`src/rtl/shifter_pkg.sv`:
```
`default_nettype none
// ============================================================================
//  Module   : shifter_pkg
//  Purpose  : Shared types for the pipelined barrel shifter (EXU shift unit).
//             Defines the shift operation encoding used on the in_op port and
//             carried through every pipeline stage.
//  Ports    : none (package)
//  Revision : 1.0 - initial release
// ============================================================================
package shifter_pkg;

  // Operation encoding: 00 SLL, 01 SRL, 10 SRA, 11 ROR
  typedef enum logic [1:0] {
    OP_SLL = 2'b00,
    OP_SRL = 2'b01,
    OP_SRA = 2'b10,
    OP_ROR = 2'b11
  } shift_op_t;

endpackage : shifter_pkg
`default_nettype wire

```
`src/rtl/shift_stage.sv`:
```
`default_nettype none
// ============================================================================
//  Module   : shift_stage
//  Purpose  : One level of the pipelined barrel shifter. Conditionally shifts
//             the incoming operand by 2^K (when shamt bit K is set) and
//             registers the result together with op, shamt, sign and tag.
//  Ports    : clk, rst          - clock, synchronous active-high reset
//             valid_i, op_i,
//             data_i, shamt_i,
//             sign_i, tag_i     - upstream stage contents
//             ready_i           - downstream stage can accept
//             valid_o, op_o,
//             data_o, shamt_o,
//             sign_o, tag_o     - this stage's register contents
//  Revision : 1.0 - initial release
// ============================================================================
module shift_stage
  import shifter_pkg::*;
#(
  parameter int WIDTH = 32,
  parameter int TAG_W = 4,
  parameter int SHW   = 5,
  parameter int K     = 0
) (
  input  logic             clk,
  input  logic             rst,
  input  logic             valid_i,
  input  shift_op_t        op_i,
  input  logic [WIDTH-1:0] data_i,
  input  logic [SHW-1:0]   shamt_i,
  input  logic             sign_i,
  input  logic [TAG_W-1:0] tag_i,
  input  logic             ready_i,
  output logic             valid_o,
  output shift_op_t        op_o,
  output logic [WIDTH-1:0] data_o,
  output logic [SHW-1:0]   shamt_o,
  output logic             sign_o,
  output logic [TAG_W-1:0] tag_o
);

  localparam int S   = 1 << K;      // shift distance of this level
  localparam int SHL = WIDTH - S;   // complementary distance for fill/rotate

  logic             valid_q;
  shift_op_t        op_q;
  logic [WIDTH-1:0] data_q;
  logic [WIDTH-1:0] data_d;
  logic [SHW-1:0]   shamt_q;
  logic             sign_q;
  logic [TAG_W-1:0] tag_q;
  logic             advance;

  // The register may load whenever it is empty or its content moves on.
  assign advance = ~valid_q | ready_i;

  always_comb begin
    data_d = data_i;
    if (shamt_i[K]) begin
      case (op_i)
        OP_SLL:  data_d = data_i << S;
        OP_SRL:  data_d = data_i >> S;
        // Fill comes from the sign captured at the pipe input, not from the
        // partially shifted operand, whose MSB may already be a fill bit.
        OP_SRA:  data_d = (data_i >> S) | ({WIDTH{sign_i}} << SHL);
        OP_ROR:  data_d = (data_i >> S) | (data_i << SHL);
        default: data_d = data_i;
      endcase
    end
  end

  always_ff @(posedge clk) begin
    if (rst) begin
      valid_q <= 1'b0;
      op_q    <= OP_SLL;
      data_q  <= '0;
      shamt_q <= '0;
      sign_q  <= 1'b0;
      tag_q   <= '0;
    end else if (advance) begin
      valid_q <= valid_i;
      if (valid_i) begin
        op_q    <= op_i;
        data_q  <= data_d;
        shamt_q <= shamt_i;
        sign_q  <= sign_i;
        tag_q   <= tag_i;
      end
    end
  end

  assign valid_o = valid_q;
  assign op_o    = op_q;
  assign data_o  = data_q;
  assign shamt_o = shamt_q;
  assign sign_o  = sign_q;
  assign tag_o   = tag_q;

endmodule : shift_stage
`default_nettype wire

```
`src/rtl/pipe_barrel_shifter.sv`:
```
`default_nettype none
// ============================================================================
//  Module   : pipe_barrel_shifter
//  Purpose  : Pipelined SLL/SRL/SRA/ROR barrel shifter, one register per
//             log2(WIDTH) mux level, elastic valid/ready with per-stage
//             backpressure and a sideband tag travelling with each op.
//  Ports    : clk, rst                      - clock, sync active-high reset
//             in_valid, in_ready            - input handshake
//             in_op, in_data, in_shamt,
//             in_tag                        - operation, operand, amount, tag
//             out_valid, out_ready          - output handshake
//             out_data, out_tag             - result and its tag
//  Revision : 1.0 - initial release
// ============================================================================
module pipe_barrel_shifter
  import shifter_pkg::*;
#(
  parameter int WIDTH = 32,
  parameter int TAG_W = 4,
  localparam int SHW  = $clog2(WIDTH)
) (
  input  logic             clk,
  input  logic             rst,
  input  logic             in_valid,
  output logic             in_ready,
  input  shift_op_t        in_op,
  input  logic [WIDTH-1:0] in_data,
  input  logic [SHW-1:0]   in_shamt,
  input  logic [TAG_W-1:0] in_tag,
  output logic             out_valid,
  input  logic             out_ready,
  output logic [WIDTH-1:0] out_data,
  output logic [TAG_W-1:0] out_tag
);

  generate
    if (WIDTH < 4 || (WIDTH & (WIDTH - 1)) != 0) begin : g_width_check
      $error("pipe_barrel_shifter: WIDTH must be a power of two and >= 4");
    end
  endgenerate

  // Index 0 is the pipe input; index k+1 is the register of stage k.
  logic             valid_s [SHW+1];
  shift_op_t        op_s    [SHW+1];
  logic [WIDTH-1:0] data_s  [SHW+1];
  logic [SHW-1:0]   shamt_s [SHW+1];
  logic             sign_s  [SHW+1];
  logic [TAG_W-1:0] tag_s   [SHW+1];

  logic [SHW-1:0]   valid_vec;  // valid bit of every stage register
  logic [SHW:0]     ready_s;    // ready_s[k]: stage k can load this cycle

  assign valid_s[0] = in_valid;
  assign op_s[0]    = in_op;
  assign data_s[0]  = in_data;
  assign shamt_s[0] = in_shamt;
  assign sign_s[0]  = in_data[WIDTH-1];
  assign tag_s[0]   = in_tag;

  assign ready_s[SHW] = out_ready;

  generate
    for (genvar k = 0; k < SHW; k++) begin : g_stage
      assign valid_vec[k] = valid_s[k+1];

      // Unrolled form of ready_k = ~valid_k | ready_{k+1}: a stage can load
      // unless it and every stage downstream of it are full and the consumer
      // is stalled. Written this way the ready chain has no self-reference.
      assign ready_s[k] = out_ready | ~(&valid_vec[SHW-1:k]);

      shift_stage #(
        .WIDTH (WIDTH),
        .TAG_W (TAG_W),
        .SHW   (SHW),
        .K     (k)
      ) u_stage (
        .clk     (clk),
        .rst     (rst),
        .valid_i (valid_s[k]),
        .op_i    (op_s[k]),
        .data_i  (data_s[k]),
        .shamt_i (shamt_s[k]),
        .sign_i  (sign_s[k]),
        .tag_i   (tag_s[k]),
        .ready_i (ready_s[k+1]),
        .valid_o (valid_s[k+1]),
        .op_o    (op_s[k+1]),
        .data_o  (data_s[k+1]),
        .shamt_o (shamt_s[k+1]),
        .sign_o  (sign_s[k+1]),
        .tag_o   (tag_s[k+1])
      );
    end
  endgenerate

  // Held low during reset so no op is accepted into a pipe being cleared.
  assign in_ready  = ~rst & ready_s[0];

  assign out_valid = valid_s[SHW];
  assign out_data  = data_s[SHW];
  assign out_tag   = tag_s[SHW];

endmodule : pipe_barrel_shifter
`default_nettype wire

```
`config.mk`:
```
export PLATFORM = sky130hd
export DESIGN_NAME = pipe_barrel_shifter
export DESIGN_NICKNAME = d
export VERILOG_FILES = /design/src/rtl/shifter_pkg.sv /design/src/rtl/shift_stage.sv /design/src/rtl/pipe_barrel_shifter.sv
export SDC_FILE = /design/constraint.sdc
export NUM_CORES = 1
export LEC_CHECK = 0
export CAP_MARGIN = 15
export CORE_MARGIN = 5
export CORE_UTILIZATION = 45
export CTS_BUF_LIST = sky130_fd_sc_hd__clkbuf_16
export CTS_CLUSTER_SIZE = 8
export DETAILED_ROUTE_END_ITERATION = 7
export MAX_ROUTING_LAYER = met4
export PLACE_DENSITY_LB_ADDON = 0.2
export SLEW_MARGIN = 20
export SYNTH_ARGS = -nofsm -noshare
export SYNTH_HDL_FRONTEND = slang
export SYNTH_SLANG_ARGS = --single-unit
```
`constraint.sdc`:
```
create_clock -name clk -period 1.6 [get_ports clk]
set_input_delay 0.4 -clock clk [delete_from_list [all_inputs] [get_ports clk]]
set_output_delay 0.4 -clock clk [all_outputs]
set_load 0.02 [all_outputs]
```
==> results of run 1 <==
## layer usage
layer  up-vias  share of wire, %  GRT usage, %
met4         0               2.7         6.158
met1      5133                46         29.87
met5         -                 0             -
met3        66               4.5         2.183
li1       5329                 -             -
met2       328                47         33.21
## cell usage after synthesis, types with 2 or more instances
library cell	n
sky130_fd_sc_hd__buf_6	3
sky130_fd_sc_hd__mux2i_1	81
sky130_fd_sc_hd__o311a_1	13
sky130_fd_sc_hd__nand2_1	104
sky130_fd_sc_hd__buf_1	7
sky130_fd_sc_hd__nor3b_1	2
sky130_fd_sc_hd__o32ai_1	68
sky130_fd_sc_hd__clkbuf_8	2
sky130_fd_sc_hd__clkbuf_1	115
sky130_fd_sc_hd__mux2_2	31
sky130_fd_sc_hd__o211a_1	2
sky130_fd_sc_hd__or3b_1	58
sky130_fd_sc_hd__buf_4	40
sky130_fd_sc_hd__o21a_1	29
sky130_fd_sc_hd__a2bb2oi_1	10
sky130_fd_sc_hd__nand3b_1	2
sky130_fd_sc_hd__a22oi_1	16
sky130_fd_sc_hd__nand3_1	23
sky130_fd_sc_hd__a221oi_1	28
sky130_fd_sc_hd__nor2_1	66
sky130_fd_sc_hd__dfxtp_1	207
sky130_fd_sc_hd__a211oi_1	53
sky130_fd_sc_hd__a311oi_1	2
sky130_fd_sc_hd__a21oi_1	56
sky130_fd_sc_hd__nor2b_1	6
sky130_fd_sc_hd__or3_1	2
sky130_fd_sc_hd__inv_1	75
sky130_fd_sc_hd__buf_2	35
sky130_fd_sc_hd__a41oi_1	3
sky130_fd_sc_hd__o21ai_0	94
sky130_fd_sc_hd__o2111ai_1	68
sky130_fd_sc_hd__o221ai_1	2
sky130_fd_sc_hd__nand2b_1	4
sky130_fd_sc_hd__a311o_1	58
sky130_fd_sc_hd__o211ai_1	3
## final cells by class
| class | instances | area share, % |
|---|---|---|
| clock buffers | 30 | 5.199 |
| clock inverters | 4 | 0.2253 |
| inverters | 76 | 1.993 |
| multi-input cells | 898 | 45.33 |
| flip-flops and latches | 207 | 28.77 |
| well taps | 335 | 2.903 |
| repair buffers | 210 | 15.58 |
## state kept, by name, indices dropped and copies added, names as in the netlist
register                 cells
g_stage.u_stage.sign_o       4
g_stage.u_stage.tag_o       20
g_stage.u_stage.data_o     160
g_stage.u_stage.op_o         8
g_stage.u_stage.shamt_o     10
g_stage.u_stage.valid_o      5
## worst min path at each step
stage                                                          start                                    endpoint  slack [ps]  cells past startpoint
after floorplan           g_stage[1].u_stage.shamt_o[3]$_SDFFE_PP0P_  g_stage[1].u_stage.shamt_o[3]$_SDFFE_PP0P_         440                      2
after global placement      g_stage[1].u_stage.tag_o[2]$_SDFFE_PP0P_    g_stage[1].u_stage.tag_o[2]$_SDFFE_PP0P_         450                      2
after detailed placement    g_stage[1].u_stage.tag_o[0]$_SDFFE_PP0P_    g_stage[1].u_stage.tag_o[0]$_SDFFE_PP0P_         450                      2
after CTS                                                        rst      g_stage[2].u_stage.sign_o$_SDFFE_PP0P_         280                      3
after global routing                                             rst      g_stage[2].u_stage.sign_o$_SDFFE_PP0P_         300                      3
final                                                            rst      g_stage[2].u_stage.sign_o$_SDFFE_PP0P_         300                      3
## kinds of logic (layout without fill, tap and decap cells)
group	Yosys count	count (layout)	share of synthesized area (%)
buffers and inverters	279	320	10.78
AND/OR/NAND/NOR	273	273	11.84
AO/OA/AOI/OAI	513	513	32.86
multiplexers	112	112	9.734
flip-flops	207	207	34.78
## metrics by stage
step	area [sq um]	total power, mW	setup TNS [ps]	instances	worst slack [ps]
2_1_floorplan	11920	6.417	0	1384	8.627
3_3_place_gp	13400	6.950	-65740	1713	-680.6
3_5_place_dp	13400	6.966	-64640	1713	-667.9
4_1_cts	14400	12.44	-172.4	1755	-172.4
5_1_grt	14440	12.85	-402.7	1760	-214.0
6_report	14440	12.32	-167.5	1760	-165.0
## tightest hold or removal path: stages
cell                      delay, ps
sky130_fd_sc_hd__buf_6          100
sky130_fd_sc_hd__buf_12         230
sky130_fd_sc_hd__a21oi_1         60
## layout by cell type, fill, tap and decap left out, types with 3 or more instances in the layout
master	n
sky130_fd_sc_hd__nand3_1	23
sky130_fd_sc_hd__buf_4	88
sky130_fd_sc_hd__a22oi_1	16
sky130_fd_sc_hd__nor2_2	5
sky130_fd_sc_hd__mux2i_1	81
sky130_fd_sc_hd__mux2_2	31
sky130_fd_sc_hd__clkbuf_16	32
sky130_fd_sc_hd__buf_6	6
sky130_fd_sc_hd__o21ai_0	94
sky130_fd_sc_hd__dfxtp_1	201
sky130_fd_sc_hd__dfxtp_2	5
sky130_fd_sc_hd__a211oi_1	53
sky130_fd_sc_hd__nand2b_1	3
sky130_fd_sc_hd__o32ai_1	68
sky130_fd_sc_hd__nor2b_1	6
sky130_fd_sc_hd__o211ai_1	3
sky130_fd_sc_hd__inv_1	76
sky130_fd_sc_hd__o21a_1	28
sky130_fd_sc_hd__a311o_1	58
sky130_fd_sc_hd__a21oi_1	56
sky130_fd_sc_hd__a41oi_1	3
sky130_fd_sc_hd__buf_12	30
sky130_fd_sc_hd__a2bb2oi_1	10
sky130_fd_sc_hd__clkdlybuf4s50_1	43
sky130_fd_sc_hd__nand2_1	103
sky130_fd_sc_hd__o311a_1	13
sky130_fd_sc_hd__o2111ai_1	68
sky130_fd_sc_hd__nor2_1	61
sky130_fd_sc_hd__clkdlybuf4s15_2	24
sky130_fd_sc_hd__or3b_1	58
sky130_fd_sc_hd__a221oi_1	26
sky130_fd_sc_hd__clkbuf_2	11
## power breakdown
| group | leakage, nW | switching, mW | internal (mW) |
|---|---|---|---|
| registers | 1.68 | 0.172 | 5.33 |
| logic | 2.93 | 0.725 | 0.698 |
| clock network | 0.386 | 2.13 | 3.27 |
## what timing repair did
item,CTS,global route
gates cloned,3,2
pin swaps,3,3
setup endpoints to repair,159,68
gates resized for setup,125,19
setup buffers,5,3
endpoints found under the hold margin,0,0
==> impl_results.md, run 1 <==
- Buffers added on ports: between 80 and 90
- Global-route wire length before repair: around 54000 microns
- Worst r2r src: g_stage[1].u_stage.valid_o$_SDFFE_PP0P_
- Final number of max-transition violations: 0
- Hold buffers post-CTS: 0
- Net count of the finished layout: around 1500
- Type of element capturing the critical path: output pin
- Actual slew at the worst max-slew pin: approximately 730 ps
- Critical path class: input port to output pin
- Fraction of layout instances using a drive strength above 1: between 15 and 20%
- Clock tree from TritonCTS: built
- Clock-pin slew on the worst setup and hold paths: 50 ps
- Largest net degree at the start of global routing: 68
- Outcome: finished, violations left
- Die outline width: between 150 and 200 microns
- Setup repair after global routing missed its margin: true
- R2R depth: 6
- Clock network latency to the later pin of the worst-skew pair: between 500 and 600 ps
- Final setup violating endpoints: 2
- Initial antenna violation count: 0
- Cells traversed along the worst timing path: clkdlybuf4s50_1, nand2b_4, nor3_4, nor2_2, buf_6
- Number of warnings reported in the yosys synthesis log: 0
- Period utilisation layout: 110.3%
- P_leak: around 5.0 nW
- Vias in the first global route: a little over 10000
- Global placement routability congestion: between 0.8 and 0.9
- Most area-hungry cell type in the Yosys netlist: sky130_fd_sc_hd__dfxtp_1
- Achievable clock frequency: 0.5666 GHz
- Worst min-delay path category: input port to flip-flop
- CTS HTree Levels: 1
- Iter 0 DRT Violations: around 1100
- Overall die area: 29830 sq um
- # DRC: 0
- Storage element area: 4154 sq um
- GRT Resource Usage Total: between 20% and 30%
- Failing checks: setup timing
- Synth top area share: between 30% and 40%
- Number of antenna-violating nets in the routed design: 0
- Drt via density: approximately 6.2
- Most used flip-flop cell after synthesis: sky130_fd_sc_hd__dfxtp_1
- Post-synthesis net count: roughly 1400
- Worst slew margin relative to its limit: about 50%
- Required arrival time at the worst endpoint: roughly 1200 ps
- Source of the critical timing path: out_ready
- Antenna diode instance count: 0
- Max incr delay on CP: between 400 and 500 ps
- Clock tree sinks: around 210
- Wire per inst: between 15 and 20 microns
- Standard cell with the maximum stage delay on the critical path: sky130_fd_sc_hd__clkdlybuf4s50_1
- Effective utilization at floorplan: between 40% and 50%
- Num CTS Buffers: 30
- Post-DP HPWL: around 22000 microns
- Area delta synth->final: 21.18%
- Root buffer cell: sky130_fd_sc_hd__clkbuf_16
- Worst-path fanout max: 2
- Worst Setup Slack, final: -165.0 ps
- Cell count along the critical path: 5
- CP Buf/Inv Count: 2
- WP data arrival: approximately 1400 ps
- Mean instance size in the synthesized netlist: roughly 8.6 sq um
- Detailed-route wire length: roughly 33000 microns
- Final Critical Period: 1765 ps
- Number of detailed-routing iterations run before antenna repair: 7
- Flop2flop setup slack: 0 ps
- Number of placed I/O pins: 85
- Capture instance of the worst register-to-register path: g_stage[2].u_stage.data_o[17]$_SDFFE_PP0P_
- Post-synth EDFFs: 0
- Category of the worst setup path launch point: input port
- Core Box Area: 26060 sq um
- Count of endpoints failing hold in the final timing report: 0
- Power per unit of standard cell area: about 850 nW/um^2
- Via count: around 11000
- GRT overflow: 0
- Fraction of synthesis flops using an asynchronous set or reset pin: 0%
- Hold_ws: 299.3 ps
- Post-Syn Area: approximately 12000 sq um
- Multi-input gate area: approximately 6500 sq um
- Share of the core filled with cells in the final layout: 55.41%
- Die Ht: ~170 microns
- Number of different library cells in the post-synthesis netlist: 51
- Sequential-to-total area share from yosys stat: a little over a third
- # fillers: around 2400
- Std-Cell Rows: about 60
- Area contributors post-synth: sky130_fd_sc_hd__dfxtp_1 (35%), sky130_fd_sc_hd__mux2i_1 (6.8%), sky130_fd_sc_hd__o2111ai_1 (5.0%), sky130_fd_sc_hd__o32ai_1 (5.0%), sky130_fd_sc_hd__a311o_1 (4.9%)
- CP endpoint: in_ready
- Final setup skew: about 25 ps
- IR Drop Worst-Case VDD: ~0.00081 V
- Gate Count Post-Synth: 1384
- Largest delay contributor family on the critical path: buffers and inverters
- Clock tree buffer depth: 3
- Max-cap violations: 0
- #FFs+latches synth: about 210
Note: power is estimated with default switching activity, not from simulation.
==> run 2, diff against run 1 <==
--- a/config.mk
+++ b/config.mk
@@ -11,9 +11,12 @@
 export CTS_BUF_LIST = sky130_fd_sc_hd__clkbuf_16
 export CTS_CLUSTER_SIZE = 8
 export DETAILED_ROUTE_END_ITERATION = 7
+export GPL_ROUTABILITY_DRIVEN = 0
 export MAX_ROUTING_LAYER = met4
 export PLACE_DENSITY_LB_ADDON = 0.2
+export REMOVE_ABC_BUFFERS = 1
 export SLEW_MARGIN = 20
 export SYNTH_ARGS = -nofsm -noshare
 export SYNTH_HDL_FRONTEND = slang
+export SYNTH_HIERARCHICAL = 1
 export SYNTH_SLANG_ARGS = --single-unit
==> run 2 against run 1 <==
The run still ends with setup timing left. Flip-flop and latch count unchanged. Design area up 1.2%. Combinational power about the same. Sequential power about the same. Non-clock buffer count down 29. Critical path depth up 3. Hold slack better by 28 ps. Synthesized cell count down 5.3%. First-iteration DRC count up 7.7%. Via count up 2.5%. Critical endpoint is now g_stage[0].u_stage/data_o[24]$_SDFFE_PP0P_. Largest cell class unchanged. Largest power group unchanged.
==> impl_results.md, run 2 <==
- Clock-pin slew on the worst setup and hold paths: 50 ps (about the same)
- Post-Syn Area: 11440 sq um (was 11920 sq um)
- Global-route wire length before repair: 52640 microns (was 54280 microns)
- Switch Pwr: 3.142 mW (was 3.023 mW)
- Gate Count Post-Synth: 1310 (was 1384)
- Final setup violating endpoints: 82 (was 2)
- Worst min-delay path category: input port to flip-flop (unchanged)
- Accumulated negative setup slack: -5896 ps (was -167.5 ps)
- Number of detailed-routing iterations run before antenna repair: 5 (was 7)
- Met3 capacity usage during global routing: 2.632% (was 2.183%)
- CTS HTree Levels: 1 (unchanged)
- Core Box Area: 25110 sq um (was 26060 sq um)
- Leading cell types in the layout, fill and taps excluded: sky130_fd_sc_hd__dfxtp_1 (204), sky130_fd_sc_hd__inv_1 (141), sky130_fd_sc_hd__a211oi_1 (125) (was sky130_fd_sc_hd__dfxtp_1 (201), sky130_fd_sc_hd__nand2_1 (103), sky130_fd_sc_hd__o21ai_0 (94))
- Number of antenna-violating nets in the routed design: 0 (unchanged)
- Setup repair after global routing missed its margin: true (unchanged)
- GRT overflow: 0 (unchanged)
- Num CTS Buffers: 29 (was 30)
- Clock tree sinks: 207 (unchanged)
- GRT Resource Usage Total: 21.73% (was 21.43%)
- Antenna diode instance count: 0 (unchanged)
- Area delta synth->final: 27.76% (was 21.18%)
- Clock tree buffer depth: 3 (unchanged)
- Most common library cell in the layout ignoring fill and taps: sky130_fd_sc_hd__dfxtp_1 (unchanged)
- Max-cap violations: 0 (unchanged)
- Power per unit of standard cell area: 833.1 nW/um^2 (was 853.1 nW/um^2)
- Category of the worst setup path launch point: flip-flop (was input port)
- Period utilisation layout: 111.2% (was 110.3%)
- Detailed-route wire length: 34970 microns (was 32890 microns)
- Std-Cell Rows: 58 (was 59)
- Failing checks: setup timing (unchanged)
- Met1 routing resource usage after global routing: 30.93% (was 29.87%)
- Buffers added on ports: 84 (unchanged)
- Final setup skew: 15.57 ps (was 24.76 ps)
- Mean instance size in the synthesized netlist: 8.735 sq um (was 8.609 sq um)
- Count of endpoints failing hold in the final timing report: 0 (unchanged)
- WP data arrival: 2200 ps (was 1370 ps)
- Worst-path fanout max: 8 (was 2)
- Sequential share of power: 45.4% (was 44.7%)
- Type of element capturing the critical path: flip-flop (was output pin)
- Fraction of layout instances using a drive strength above 1: 22.28% (was 17.75%)
- Number of placed I/O pins: 85 (unchanged)
- Final Critical Period: 1779 ps (was 1765 ps)
- IR Drop Worst-Case VDD: 0.0007982 V (was 0.0008061 V)
- Die outline width: 169.5 microns (was 172.7 microns)
- Die Ht: 169.5 microns (was 172.7 microns)
- Combinational group share of total power: 11.5% (was 11.6%)
- Vias in the first global route: 9982 (was 10146)
- Via count: 11122 (was 10856)
- Drt via density: 6.688 (was 6.168)
- Met2 usage in global routing: 33.24% (was 33.21%)
- Critical path class: flip-flop to flip-flop (was input port to output pin)
- Number of warnings reported in the yosys synthesis log: 6 (was 0)
- Hold buffers post-CTS: 0 (unchanged)
- Final Total Pwr: 12.18 mW (was 12.32 mW)
- Required arrival time at the worst endpoint: 2020 ps (was 1200 ps)
- Part of the power in the clock network: 43.1% (was 43.8%)
- Int Power: 9.038 mW (was 9.294 mW)
- Largest net degree at the start of global routing: 45 (was 68)
- Iter 0 DRT Violations: 1138 (was 1057)
- Initial antenna violation count: 0 (unchanged)
- Root buffer cell: sky130_fd_sc_hd__clkbuf_16 (unchanged)
- P_leak: 4.544 nW (was 5.003 nW)
- Worst Setup Slack, final: -178.9 ps (was -165.0 ps)
- Net count of the finished layout: 1381 (was 1470)
- Layer with the highest usage after global routing: met2 (unchanged)
- Worst slew margin relative to its limit: 58.89% (was 50.99%)
- Effective utilization at floorplan: 45.57% (was 45.72%)
- Largest register FFs: 160 (unchanged)
- Actual slew at the worst max-slew pin: 616.6 ps (was 734.4 ps)
- Post-DP HPWL: 20390 microns (was 22130 microns)
- Switch share: 25.79% (was 24.54%)
- Achievable clock frequency: 0.5622 GHz (was 0.5666 GHz)
- Wire per inst: 21.03 microns (was 18.69 microns)
- Share of the core filled with cells in the final layout: 58.22% (was 55.41%)
- Clock network latency to the later pin of the worst-skew pair: 540 ps (was 550 ps)
- Flop2flop setup slack: -180 ps (was 0 ps)
- Outcome: finished, violations left (unchanged)
- Clock tree from TritonCTS: built (unchanged)
- Overall die area: 28720 sq um (was 29830 sq um)
- # DRC: 0 (unchanged)
- Final number of max-transition violations: 0 (unchanged)
run 2: final timing paths:
| check | to | cells past startpoint | startpoint |
|---|---|---|---|
| max | g_stage[0].u_stage/data_o[24]$_SDFFE_PP0P_ | 8 | g_stage[4].u_stage/valid_o$_SDFFE_PP0N_ |
| min | g_stage[0].u_stage/tag_o[3]$_SDFFE_PP0P_ | 3 | rst |
| max reg2reg | g_stage[0].u_stage/data_o[24]$_SDFFE_PP0P_ | 8 | g_stage[4].u_stage/valid_o$_SDFFE_PP0N_ |
| min reg2reg | g_stage[4].u_stage/tag_o[3]$_SDFFE_PP0P_ | 2 | g_stage[3].u_stage/tag_o[3]$_SDFFE_PP0P_ |
run 2: final cells by class:
class	instances	area [sq um]
clock buffers	29	725.7
clock inverters	1	3.754
fillers	2194	10490
inverters	149	564.3
multi-input cells	766	6676
flip-flops and latches	207	4148
well taps	330	412.9
repair buffers	181	2088
run 2: critical path, cell delays in order, from the launching register on:
cell                        delay (ps)
sky130_fd_sc_hd__dfxtp_1           300
sky130_fd_sc_hd__and4b_2           260
sky130_fd_sc_hd__buf_4             130
sky130_fd_sc_hd__buf_4             140
sky130_fd_sc_hd__nand2_4            70
sky130_fd_sc_hd__nand2b_4          270
sky130_fd_sc_hd__clkbuf_16         210
sky130_fd_sc_hd__o2111ai_1         130
sky130_fd_sc_hd__o32ai_1           160
run 2: timing repair:
item	in CTS	in global routing
setup buffers	1	1
endpoints found under the setup margin	73	148
pin swaps	1	38
cloned	0	17
gates resized for setup	72	167
run 2: per-layer routing:
| metal | vias to the layer above | wire length [microns] | part of all wire, % |
|---|---|---|---|
| li1 | 5174 | - | - |
| met1 | 5420 | 15430 | 44 |
| met2 | 452 | 16430 | 47 |
| met3 | 76 | 2221 | 6.4 |
| met4 | 0 | 890 | 2.5 |
| met5 | - | 0 | 0 |
run 2: power groups by stage:
stage	Clock (mW)	Combinational, mW	Sequential, mW
2_1_floorplan	0	0.503	5.60
3_3_place_gp	0	1.19	5.60
4_1_cts	5.36	1.19	5.50
3_5_place_dp	0	1.20	5.60
6_report	5.25	1.40	5.52
5_1_grt	5.55	1.50	5.53
run 2: per-stage QoR:
step	worst slack, ps	area [sq um]	instances	hold slack, ps
after floorplan	-1120	10500	1122	434.0
after global placement	-788.1	12700	1614	460.4
after detailed placement	-784.7	12700	1614	455.5
after CTS	-201.5	13430	1645	323.9
after global routing	-250.9	14620	1663	324.2
final	-178.9	14620	1663	327.3
==> run 3, diff against run 2 <==
--- a/config.mk
+++ b/config.mk
@@ -13,7 +13,7 @@
 export DETAILED_ROUTE_END_ITERATION = 7
 export GPL_ROUTABILITY_DRIVEN = 0
 export MAX_ROUTING_LAYER = met4
-export PLACE_DENSITY_LB_ADDON = 0.2
+export PLACE_DENSITY = 0.68
 export REMOVE_ABC_BUFFERS = 1
 export SLEW_MARGIN = 20
 export SYNTH_ARGS = -nofsm -noshare
==> run 3 against run 2 <==
The flow still finishes with violations (setup timing). Combinational power is 14% lower. Via count is 3.1% lower. Critical path depth is 5 lower. Clock-buffer cell count stayed put. Final cell count is 0.54% lower. Maximum frequency is 3.3% lower. Sequential power hardly changed. Design area is 8.3% lower. Worst setup slack worse by 62 ps. Clock skew is 0.88 ps higher. Critical endpoint is now in_ready. Highest routed layer unchanged.
==> impl_results.md, run 3 (synthesized netlist as in run 2, its figures left out) <==
- Vias in the first global route: 9999 (was 9982)
- Standard cell with the maximum stage delay on the critical path: sky130_fd_sc_hd__dfxtp_2 (was sky130_fd_sc_hd__dfxtp_1)
- Final number of max-transition violations: 0 (unchanged)
- Hold buffers post-CTS: 0 (unchanged)
- Outcome: finished, violations left (unchanged)
- Die Ht: 169.5 microns (unchanged)
- Critical path class: flip-flop to output pin (was flip-flop to flip-flop)
- Net count of the finished layout: 1371 (was 1381)
- Final setup violating endpoints: 38 (was 82)
- Most common library cell in the layout ignoring fill and taps: sky130_fd_sc_hd__dfxtp_1 (unchanged)
- Clock tree buffer depth: 3 (unchanged)
- Root buffer cell: sky130_fd_sc_hd__clkbuf_16 (unchanged)
- Detailed-route wire length: 31970 microns (was 34970 microns)
- Accumulated negative setup slack: -1932 ps (was -5896 ps)
- Count of endpoints failing hold in the final timing report: 0 (unchanged)
- Fraction of layout instances using a drive strength above 1: 15.79% (was 22.28%)
- Largest register FFs: 160 (unchanged)
- Type of element capturing the critical path: output pin (was flip-flop)
- Area delta synth->final: 17.22% (was 27.76%)
- Period utilisation layout: 115.0% (was 111.2%)
- IR Drop Worst-Case VDD: 0.0007681 V (was 0.0007982 V)
- Cells traversed along the worst timing path: and4b_2, a31oi_1, buf_4 (was and4b_2, buf_4, buf_4, nand2_4, nand2b_4, clkbuf_16, o2111ai_1, o32ai_1)
- Actual slew at the worst max-slew pin: 608.8 ps (was 616.6 ps)
- Worst Setup Slack, final: -240.4 ps (was -178.9 ps)
- Clock network latency to the later pin of the worst-skew pair: 530 ps (was 540 ps)
- Hold_ws: 400.9 ps (was 327.3 ps)
- Post-DP HPWL: 20150 microns (was 20390 microns)
- Number of placed I/O pins: 85 (unchanged)
- Drt via density: 6.513 (was 6.688)
- Initial antenna violation count: 0 (unchanged)
- Achievable clock frequency: 0.5434 GHz (was 0.5622 GHz)
- Die outline width: 169.5 microns (unchanged)
- Number of detailed-routing iterations run before antenna repair: 5 (unchanged)
- Postcts setup bufs: 0 (was 1)
- Flop2flop setup slack: -80 ps (was -180 ps)
- Num CTS Buffers: 29 (unchanged)
- Worst slew margin relative to its limit: 59.41% (was 58.89%)
- WP data arrival: 1440 ps (was 2200 ps)
- Number of antenna-violating nets in the routed design: 0 (unchanged)
- Final Critical Period: 1840 ps (was 1779 ps)
- P_leak: 4.218 nW (was 4.544 nW)
- Leading cell types in the layout, fill and taps excluded: sky130_fd_sc_hd__dfxtp_1 (206), sky130_fd_sc_hd__inv_1 (142), sky130_fd_sc_hd__o2111ai_1 (129) (was sky130_fd_sc_hd__dfxtp_1 (204), sky130_fd_sc_hd__inv_1 (141), sky130_fd_sc_hd__a211oi_1 (125))
- GRT overflow: 0 (unchanged)
- Max incr delay on CP: 320 ps (was 300 ps)
- Worst min-delay path category: input port to flip-flop (unchanged)
- Failing checks: setup timing (unchanged)
- GRT Resource Usage Total: 21.64% (was 21.73%)
- Worst-path fanout max: 3 (was 8)
- Buffers added on ports: 84 (unchanged)
- # DRC: 0 (unchanged)
- Final setup skew: 16.45 ps (was 15.57 ps)
- Max-cap violations: 0 (unchanged)
- Power per unit of standard cell area: 888.4 nW/um^2 (was 833.1 nW/um^2)
- # fillers: 2417 (was 2194)
- Core Box Area: 25110 sq um (unchanged)
- Category of the worst setup path launch point: flip-flop (unchanged)
- Std-Cell Rows: 58 (unchanged)
- Clock tree from TritonCTS: built (unchanged)
- Instance area after placement: 12710 sq um (was 12700 sq um)
- Final design instance area without fill: 13410 sq um (was 14620 sq um)
- Via count: 10772 (was 11122)
- Clock-pin slew on the worst setup and hold paths: 50 ps (about the same)
- CTS HTree Levels: 1 (unchanged)
- Required arrival time at the worst endpoint: 1200 ps (was 2020 ps)
- Effective utilization at floorplan: 45.57% (unchanged)
- Worst slack, placed: -829.6 ps (was -784.7 ps)
- Global-route wire length before repair: 52740 microns (was 52640 microns)
- Clock tree sinks: 207 (unchanged)
- Wire per inst: 19.33 microns (was 21.03 microns)
- Largest net degree at the start of global routing: 44 (was 45)
- Setup repair after global routing missed its margin: true (unchanged)
- Iter 0 DRT Violations: 1011 (was 1138)
- Overall die area: 28720 sq um (unchanged)
- Antenna diode instance count: 0 (unchanged)
## run 3: layout make-up
cell class	count	area [sq um]	share of cell area [%]
timing repair buffer	171	1700	12.68
multi-input combinational	766	5852	43.63
clock buffer	29	725.7	5.410
sequential	207	4145	30.90
tap	330	412.9	3.078
inverter	149	564.3	4.207
clock inverter	2	12.51	0.09328
## run 3: metrics by stage
step / power (mW) / std cells / util, %
after detailed placement: 6.792 / 1621 / 50.64
final: 11.92 / 1654 / 53.42
after global routing: 12.37 / 1654 / 53.42
after global placement: 6.776 / 1621 / 50.64
after floorplan: 6.100 / 1122 / -
after CTS: 12.04 / 1652 / 53.60
## run 3: final timing paths
| path | start | endpoint | depth (start not counted) |
|---|---|---|---|
| max | g_stage[2].u_stage/valid_o$_SDFFE_PP0N_ | in_ready | 3 |
| min | rst | g_stage[0].u_stage/op_o[1]$_SDFFE_PP0P_ | 3 |
| max reg2reg | g_stage[3].u_stage/valid_o$_SDFFE_PP0N_ | g_stage[2].u_stage/data_o[29]$_SDFFE_PP0P_ | 7 |
| min reg2reg | g_stage[1].u_stage/shamt_o[4]$_SDFFE_PP0P_ | g_stage[2].u_stage/shamt_o[4]$_SDFFE_PP0P_ | 2 |
## run 3: worst max-delay path, delay by kind of cell, from the launching register on
kind	cells	cell delay, ps
and+or+nand+nor	1	280
buffers and inverters	1	170
AOI/OAI and AO/OA	1	160
DFF	1	320
## run 3: repair_timing
action	in CTS	in global routing
cloned	0	2
resized for setup	85	41
hold endpoints to repair	0	0
pin swaps	2	0
setup endpoints to repair	90	119
## run 3: report_power, final
group	switching, mW	internal [mW]
logic	0.701	0.508
registers	0.184	5.32
clock network	2.05	3.15
total	2.94	8.98
## run 3: routing by layer
metal  part of all wire [%]  global-route usage, %  wire length, microns  vias up
met5                      0                      -                     0        -
met4                    1.3                  4.620                   420        0
met3                    6.4                  2.842                  2051       43
met2                     46                  32.69                 14780      429
met1                     46                  31.13                 14720     5151
li1                       -                      -                     -     5149
